$ cat src/rtl/spec_feeder.sv
// spec_feeder: buffers a spec byte stream and hands it to tsp one has_spec strobe at a time.
// Optional build macro SPEC_FEEDER_NLXLATE_EN rewrites NL_IN bytes as NL_OUT when popped.
module spec_feeder #(
  parameter int                DATA_W = 8,
  parameter int                DEPTH  = 16,
  parameter int                GAP    = 1,
  parameter logic [DATA_W-1:0] NL_IN  = DATA_W'(10),
  parameter logic [DATA_W-1:0] NL_OUT = DATA_W'(13),
  localparam int               AW     = $clog2(DEPTH)
) (
  input  logic              clk,
  input  logic              rst,
  input  logic [DATA_W-1:0] in_data,
  input  logic              in_valid,
  input  logic              in_last,
  output logic              in_ready,
  output logic [DATA_W-1:0] spec_data,
  output logic              has_spec,
  input  logic              ready_to_read,
  output logic              done,
  output logic [15:0]       sent_count,
  output logic [AW:0]       level
);

  typedef struct packed {
    logic              last;
    logic [DATA_W-1:0] data;
  } entry_t;

  typedef enum logic [1:0] {S_IDLE, S_STROBE, S_GAP, S_DONE} state_t;

  localparam logic [3:0] GAP_LOAD = (GAP > 0) ? 4'(GAP - 1) : 4'd0;
  localparam logic [AW:0] PTR_ONE = {{AW{1'b0}}, 1'b1};

  entry_t              mem_q [DEPTH];
  entry_t              head;
  logic [AW:0]         wptr_q, wptr_d, rptr_q, rptr_d;
  logic                last_seen_q, last_seen_d;
  logic                full, empty, push, pop;

  state_t              state_q;
  logic [3:0]          gap_cnt_q;
  logic                last_pop_q;
  logic [DATA_W-1:0]   spec_data_q;
  logic                has_spec_q;
  logic                done_q;
  logic [15:0]         sent_cnt_q;

  function automatic logic [DATA_W-1:0] xlate(input logic [DATA_W-1:0] b);
`ifdef SPEC_FEEDER_NLXLATE_EN
    return (b == NL_IN) ? NL_OUT : b;
`else
    return b;
`endif
  endfunction

`ifndef SPEC_FEEDER_NLXLATE_EN
  logic unused_nl;
  assign unused_nl = ^{NL_IN, NL_OUT};
`endif

  // Extra MSB on the pointers separates full (MSBs differ) from empty (equal).
  assign full     = (wptr_q[AW] != rptr_q[AW]) && (wptr_q[AW-1:0] == rptr_q[AW-1:0]);
  assign empty    = (wptr_q == rptr_q);
  assign in_ready = !full && !last_seen_q && !done_q;
  assign push     = in_valid && in_ready;
  assign pop      = (state_q == S_IDLE) && !empty && ready_to_read;
  assign head     = mem_q[rptr_q[AW-1:0]];
  assign level    = wptr_q - rptr_q;

  always_comb begin
    wptr_d      = push ? wptr_q + PTR_ONE : wptr_q;
    rptr_d      = pop  ? rptr_q + PTR_ONE : rptr_q;
    last_seen_d = last_seen_q | (push & in_last);
  end

  always_ff @(posedge clk) begin
    if (push) mem_q[wptr_q[AW-1:0]] <= '{last: in_last, data: in_data};
  end

  always_ff @(posedge clk or negedge rst) begin
    if (!rst) begin
      wptr_q      <= '0;
      rptr_q      <= '0;
      last_seen_q <= 1'b0;
    end else begin
      wptr_q      <= wptr_d;
      rptr_q      <= rptr_d;
      last_seen_q <= last_seen_d;
    end
  end

  // Delivery FSM; has_spec is only ever set from IDLE, so it cannot stay high two cycles.
  always_ff @(posedge clk or negedge rst) begin
    if (!rst) begin
      state_q     <= S_IDLE;
      gap_cnt_q   <= 4'd0;
      last_pop_q  <= 1'b0;
      spec_data_q <= '0;
      has_spec_q  <= 1'b0;
      done_q      <= 1'b0;
      sent_cnt_q  <= 16'd0;
    end else begin
      has_spec_q <= 1'b0;
      case (state_q)
        S_IDLE: begin
          if (pop) begin
            state_q     <= S_STROBE;
            spec_data_q <= xlate(head.data);
            last_pop_q  <= head.last;
            has_spec_q  <= 1'b1;
          end
        end
        S_STROBE: begin
          if (sent_cnt_q != 16'hFFFF) sent_cnt_q <= sent_cnt_q + 16'd1;
          if (last_pop_q) begin
            state_q <= S_DONE;
            done_q  <= 1'b1;
          end else if (GAP > 0) begin
            state_q   <= S_GAP;
            gap_cnt_q <= GAP_LOAD;
          end else begin
            state_q <= S_IDLE;
          end
        end
        S_GAP: begin
          if (gap_cnt_q == 4'd0) begin
            if (last_pop_q) begin
              state_q <= S_DONE;
              done_q  <= 1'b1;
            end else begin
              state_q <= S_IDLE;
            end
          end else begin
            gap_cnt_q <= gap_cnt_q - 4'd1;
          end
        end
        default: state_q <= S_DONE;
      endcase
    end
  end

  assign spec_data  = spec_data_q;
  assign has_spec   = has_spec_q;
  assign done       = done_q;
  assign sent_count = sent_cnt_q;

endmodule

$ cat config.mk
export PLATFORM = sky130hd
export DESIGN_NAME = spec_feeder
export DESIGN_NICKNAME = d
export VERILOG_FILES = /design/src/rtl/spec_feeder.sv
export SDC_FILE = /design/constraint.sdc
export NUM_CORES = 1
export LEC_CHECK = 0
export CAP_MARGIN = 20
export CORE_ASPECT_RATIO = 0.9
export CORE_MARGIN = 2
export CORE_UTILIZATION = 35
export CTS_BUF_LIST = sky130_fd_sc_hd__clkbuf_4
export CTS_CLUSTER_SIZE = 24
export DETAILED_ROUTE_END_ITERATION = 8
export SYNTH_ARGS = -nofsm -noshare
export SYNTH_HDL_FRONTEND = slang
export SYNTH_SLANG_ARGS = --single-unit
$ cat constraint.sdc
create_clock -name clk -period 6.4 [get_ports clk]
set_clock_uncertainty 0.2 [all_clocks]
set_input_delay 1.28 -clock clk [delete_from_list [all_inputs] [get_ports clk]]
set_output_delay 1.28 -clock clk [all_outputs]
set_load 0.005 [all_outputs]
==> reports/metrics.csv <==
metric,value,unit
status,completed,
drc,0,
hold_start,rptr_q[4],
min_to,rptr_q[4],
antenna_found_initial,1,
clk-insertion-delay-late,0.57,ns
clock-root-buffer,clkbuf_4,
mostFrequentLayoutCells,"edfxtp_1, mux2i_1, dfrtp_1, clkdlybuf4s50_1, nor2_1",
gr-total-overflow,0,
final_cell_area,0.008927,mm2
grt_pass1_wl,25.90,mm
fillers,1989,
cts.repair.resized,0,
ys_seq_elements,188,
r2r_start,rptr_q[2],
syn_avg_cell_area,15.46,um2
vias,4356,
power_density,356.2,mW/mm2
synthArstFlopShare,0.2340,
cp_max_fo,19,
synth_edf_count,144,
arrival,2.91,ns
grt.total_usage,0.1455,
slew_headroom,0.3657,
postCtsHoldBufs,0,
yosysSeqAreaShare,0.6909,
yosys_warnings,0,
cpPeakStageDelay,0.83,ns
ant_nets,0,
endpoint_kind,output pin,
drt-total-wl,16.68,mm
die_x,161.9,um
path_delay_family,flip-flops,
synth_ff_type,edfxtp_1,
rsz0062_at_grt,no,
die_h,146.1,um
drtIter0Drc,398,
synth_fp_nets,534,
final_nets,578,
cts_made_buffers,17,
numClockSinks,188,
core_area,0.02182,mm2
p_leak,3.185,nW
hold_violations,0,
die_area,0.02365,mm2
ff2ff_path_depth,6,
htree_levels,4,
first_pass_iters,5,
synthCells,508,
reg2reg_to,mem_q[14][0],
setup_viol,0,
wire_per_inst,19.46,um
crit_required,4.92,ns
clk_pin_slew,0.16,ns
cts_tree,yes,
critPathBufInv,2,
dp_hpwl,11.06,mm
worstSetupStartpointType,flip-flop,
ys_types,52,
place_congestion,0.7892,
syn_to_final_growth,13.69,%
critical_path.slowest_cell,dfrtp_1,
clk_path_buf_depth,2,
grt_pass1_vias,4408,
finalCritPeriodShare,0.6857,
vias_per_cell,5.083,
holdPathStages,1,
crit_chain,inv_1 > ha_1 > a21o_1 > a21oi_1 > xor2_1 > clkdlybuf4s50_1,
start_util,0.3598,
io_pins,45,
dpl-instance-area,0.008518,mm2
final_common_cell,edfxtp_1,
post_cts_buffers,0,
slew_violations,0,
worst_pin_slew,0.9514,ns
cap_violations,0,
r2r_slack,2.68,ns
drive_gt1_frac,0.09381,
num_rows,51,
clock.fmax,227.9,MHz
syn_area,0.007853,mm2
io_buffers,44,
finish.utilization,0.4091,
ir_drop,0.0001589,V
grt_max_degree,54,
critPathKind,flip-flop to output pin,
min_period,4.388,ns
tns,0,ns
hp-class,flip-flop to flip-flop,
[stage by stage]
step / cells / power (mW) / worst slack (ns) / hold WS [ns]
global placement: 819 / 2.431 / 2.290 / 0.2850
global route: 857 / 3.336 / 1.740 / 0.2913
floorplan: 508 / 2.070 / 3.196 / 0.2645
CTS: 851 / 3.209 / 1.949 / 0.3136
detailed placement: 819 / 2.442 / 2.163 / 0.2873
finish: 857 / 3.180 / 2.012 / 0.3096
[flip-flops by register name, summed over array words and instances (netlist names), 2 cells and up]
| register | cells |
|---|---|
| gap_cnt_q | 4 |
| spec_data | 8 |
| state_q | 2 |
| mem_q | 144 |
| wptr_q | 5 |
| sent_count | 16 |
| rptr_q | 5 |
[area by class of cell]
cell class	count	area, um2	share of cell area
diodes	1	2.502	0.0002803
clock buffers	17	127.6	0.01430
clock inverters	15	239.0	0.02677
inverters	19	71.32	0.007989
multi-input cells	276	2211	0.2477
flip-flops and latches	188	5429	0.6081
well taps	291	364.1	0.04078
repair buffers	50	483.0	0.05410
[power breakdown]
group	leakage [nW]	switching [mW]	internal [mW]
Clock	0.194	0.439	0.332
Combinational	1.14	0.437	0.459
Sequential	1.85	0.125	1.39
Total	3.19	1.00	2.18
[worst register-to-register path, stage by stage, from the launching register on]
cell and delay [ns]:
dfrtp_1 0.83, inv_1 0.11, ha_1 0.38, and4_4 0.22, a2111oi_4 0.68, nand3_1 0.24
nor2_1 0.71
[how the worst max path moves through the flow]
stage,start,endpoint,slack [ns],depth (start not counted)
detailed placement,in_valid,mem_q[6][7],2.16,5
global placement,in_valid,mem_q[6][7],2.29,5
global route,rptr_q[2],level[4],1.74,6
CTS,rptr_q[2],level[4],1.95,6
floorplan,rptr_q[3],mem_q[4][0],3.20,9
finish,rptr_q[2],level[4],2.01,6
[routing by layer]
metal,vias up,share of wire,GRT usage
met5,-,0,0
met4,0,0.017,0.05221
met3,14,0.047,0.02983
met2,108,0.49,0.2221
met1,2194,0.45,0.2066
li1,2040,-,-
[cells in the mapped netlist, types with 2 or more instances]
master	instances	area, um2
a21o_1	4	30.03
nor3_1	5	25.02
and2_1	8	50.05
buf_2	8	40.04
mux4_2	9	202.7
dfrtp_1	44	1101
xnor2_1	20	175.2
mux2i_1	54	540.5
and3_1	5	31.28
edfxtp_1	144	4324
buf_4	5	37.54
nand2b_1	2	12.51
o21a_1	2	15.01
buf_6	3	33.78
clkbuf_1	8	30.03
ha_1	12	150.1
nand3_1	5	25.02
nand2_1	13	48.80
a31oi_1	10	62.56
nand3b_1	2	15.01
and3b_1	2	17.52
and4_1	5	43.79
a21oi_1	7	35.03
o22ai_1	18	112.6
nand4_1	11	68.82
o211ai_1	3	22.52
a221oi_1	9	78.83
xor2_1	5	43.79
nor2_1	27	101.4
nor2b_1	2	12.51
inv_1	19	71.32
o21ai_0	16	80.08
o21ai_1	2	10.01
[cells by family (layout without fill, tap and decap cells)]
group,after synthesis,in the layout,synth area share
and+or+nand+nor,94,94,0.06581
other,0,1,0
adders and majority gates,13,13,0.02167
AOI/OAI and AO/OA,80,80,0.07011
xor gates and xnor gates,25,25,0.02788
muxes,64,64,0.09608
DFF,188,188,0.6909
buffers and inverters,44,101,0.02757
Power figures use the tool's default switching activity.
==> variant, RTL diff (same settings) <==
The parameter `DEPTH` goes from 16 to 8.
--- a/src/rtl/spec_feeder.sv
+++ b/src/rtl/spec_feeder.sv
@@ -2,7 +2,7 @@
 // Optional build macro SPEC_FEEDER_NLXLATE_EN rewrites NL_IN bytes as NL_OUT when popped.
 module spec_feeder #(
   parameter int                DATA_W = 8,
-  parameter int                DEPTH  = 16,
+  parameter int                DEPTH  = 8,
   parameter int                GAP    = 1,
   parameter logic [DATA_W-1:0] NL_IN  = DATA_W'(10),
   parameter logic [DATA_W-1:0] NL_OUT = DATA_W'(13),
Ports: changed (resized level); port bits go from 45 to 44. No check against the original RTL was run, so the function may have changed too.
==> variant against the original RTL <==
- sequential power decreased by 35%
- sequential cell count decreased by 74
- largest power group unchanged
- non-clock buffer count unchanged
- wire length decreased by 44%
- highest routed layer unchanged
- die area decreased by 38%
- power decreased by 36%
- area after synthesis decreased by 39%
- design area decreased by 36%
- setup slack got worse by 0.19 ns
- critical endpoint is now in_ready
==> variant: results (changes against the original RTL) <==
| Metric | Value |
|---|---|
| Max incr delay on CP | 1.06 ns (+0.23 ns) |
| Initial antenna violation count | 0 (-1) |
| Routed via count | 2742 (-37%) |
| EDFF count, synth | 72 (-50%) |
| H-tree Lvls | 4 (unchanged) |
| Delay-heaviest family, CP | flip-flops |
| Syn nets | 339 (-37%) |
| Largest net degree at the start of global routing | 43 (-20%) |
| Cells after DPL | 524 (-36%) |
| Max FFs per register | 72 (-50%) |
| Worst Max-Slew Pin Slew | 1.07 ns (+0.121 ns) |
| Final hold violation count | 0 (unchanged) |
| Port bufs | 43 (-2.3%) |
| Final Wtd Congestion | 0.735 (-6.9%) |
| Clock buffer depth | 2 (unchanged) |
| Initial DRT Pass Iterations | 4 (-1) |
| Count leader, synth | edfxtp_1 |
| HPWL Detailed | 6.24 mm (-44%) |
| Fin Setup TNS | 0 ns (unchanged) |
| Status | finished clean |
| Synthesized instance count | 317 (-38%) |
| Ant diodes | 0 (-1) |
| Ys async rst share | 0.368 (+0.134) |
| Final wirelength | 9.32 mm (-44%) |
| Peak VDD IR | 0.000188 V (+18%) |
| Cell variety after synth | 44 (-15%) |
| Resize count post-CTS | 0 (unchanged) |
| Clock-pin slew on the worst setup and hold paths | 0.10 ns (-0.06 ns) |
| Later-pin clock latency in the skew report | 0.51 ns (-0.06 ns) |
| 1st-iter DRT viols | 182 (-54%) |
| Post-synthesis sequential area ratio | 0.674 (-0.0172) |
| Num CTS Buffers | 17 (unchanged) |
| CP max-delay cell | dfrtp_1 |
| Post-synth top cells | edfxtp_1 (72), dfrtp_1 (42), nand2_1 (38), nor2_1 (19), mux4_2 (18) |
| Total Routing Usage GR | 0.138 (-0.00715) |
| Nets@finish | 398 (-31%) |
| Static Leak | 2.05 nW (-36%) |
| Setup Buffers After CTS | 0 (unchanged) |
| Antenna Nets Post-Route | 0 (unchanged) |
| Arrival time at the worst endpoint | 3.10 ns (+0.19 ns) |
| HP Class | reg -> reg |
| Fill cells | 1213 (-39%) |
| Syn. warnings | 0 (unchanged) |
| Final Critical Period | 4.58 ns (+0.194 ns) |
| Internal power | 1.40 mW (-36%) |
| Clock Tree Root | clkbuf_4 |
| Ratio of cells with drive above 1 in the final layout | 0.170 (+0.0759) |
| Top post-synthesis cells by area | edfxtp_1 (45%), dfrtp_1 (22%), mux4_2 (8.5%) |
| Vias in the first global route | 2910 (-34%) |
| Worst Path Max Fanout | 22 (+3) |
| First-pass GRT wire length | 15.1 mm (-42%) |
| Count of non-filler cells in the finished layout | 557 (-35%) |
[variant: layout make-up]
| cell class | instances | area share |
|---|---|---|
| sequential | 114 | 0.566 |
| multi-input combinational | 179 | 0.258 |
| timing repair buffer | 50 | 0.0864 |
| tap | 168 | 0.0370 |
| clock buffer | 17 | 0.0225 |
| clock inverter | 15 | 0.0209 |
| inverter | 14 | 0.00926 |
[variant: logic make-up after synthesis]
logic type | Yosys count | share of synthesized area
flip-flops | 114 | 0.674
AND/OR/NAND/NOR | 95 | 0.0971
AO/OA/AOI/OAI | 32 | 0.0504
XOR/XNOR | 24 | 0.0456
buffers and inverters | 24 | 0.0207
multiplexers | 19 | 0.0874
adder cells (fa/ha/maj) | 9 | 0.0252
[variant: stage by stage]
stage / util / worst slack [ns] / total power [mW] / area, um^2
final: 0.426 / 1.82 / 2.05 / 5680
after global routing: 0.426 / 1.61 / 2.16 / 5680
after CTS: 0.425 / 1.76 / 2.07 / 5660
after detailed placement: 0.406 / 2.34 / 1.61 / 5410
after global placement: 0.406 / 2.38 / 1.60 / 5400
after floorplan: - / 3.10 / 1.33 / 4770
[variant: path summary, 6_finish.rpt]
path                            slack, ns  cells after the start      startpoint        endpoint
worst max-delay path                 1.82                      5       rptr_q[1]        in_ready
worst min-delay path                 0.30                      1  sent_count[15]  sent_count[15]
worst max register to register       2.65                      6       rptr_q[1]     mem_q[5][1]
worst min register to register       0.30                      1  sent_count[15]  sent_count[15]
max in group asynchronous            5.03                      2             rst    spec_data[1]
min in group asynchronous            0.47                      1             rst    gap_cnt_q[1]
[variant: power by group through the flow]
stage	Clock [mW]	Combinational (mW)	Sequential (mW)
CTS	0.476	0.618	0.977
global route	0.506	0.670	0.989
floorplan	0	0.391	0.935
global placement	0	0.611	0.990
detailed placement	0	0.617	0.993
finish	0.463	0.607	0.977
[variant: routing by layer]
| layer | up-vias | track usage | wire [um] |
|---|---|---|---|
| met5 | - | 0 | 0 |
| met3 | 6 | 0.0391 | 321 |
| met2 | 58 | 0.223 | 4600 |
| met4 | 0 | 0.0571 | 76 |
| met1 | 1379 | 0.178 | 4320 |
| li1 | 1299 | - | - |
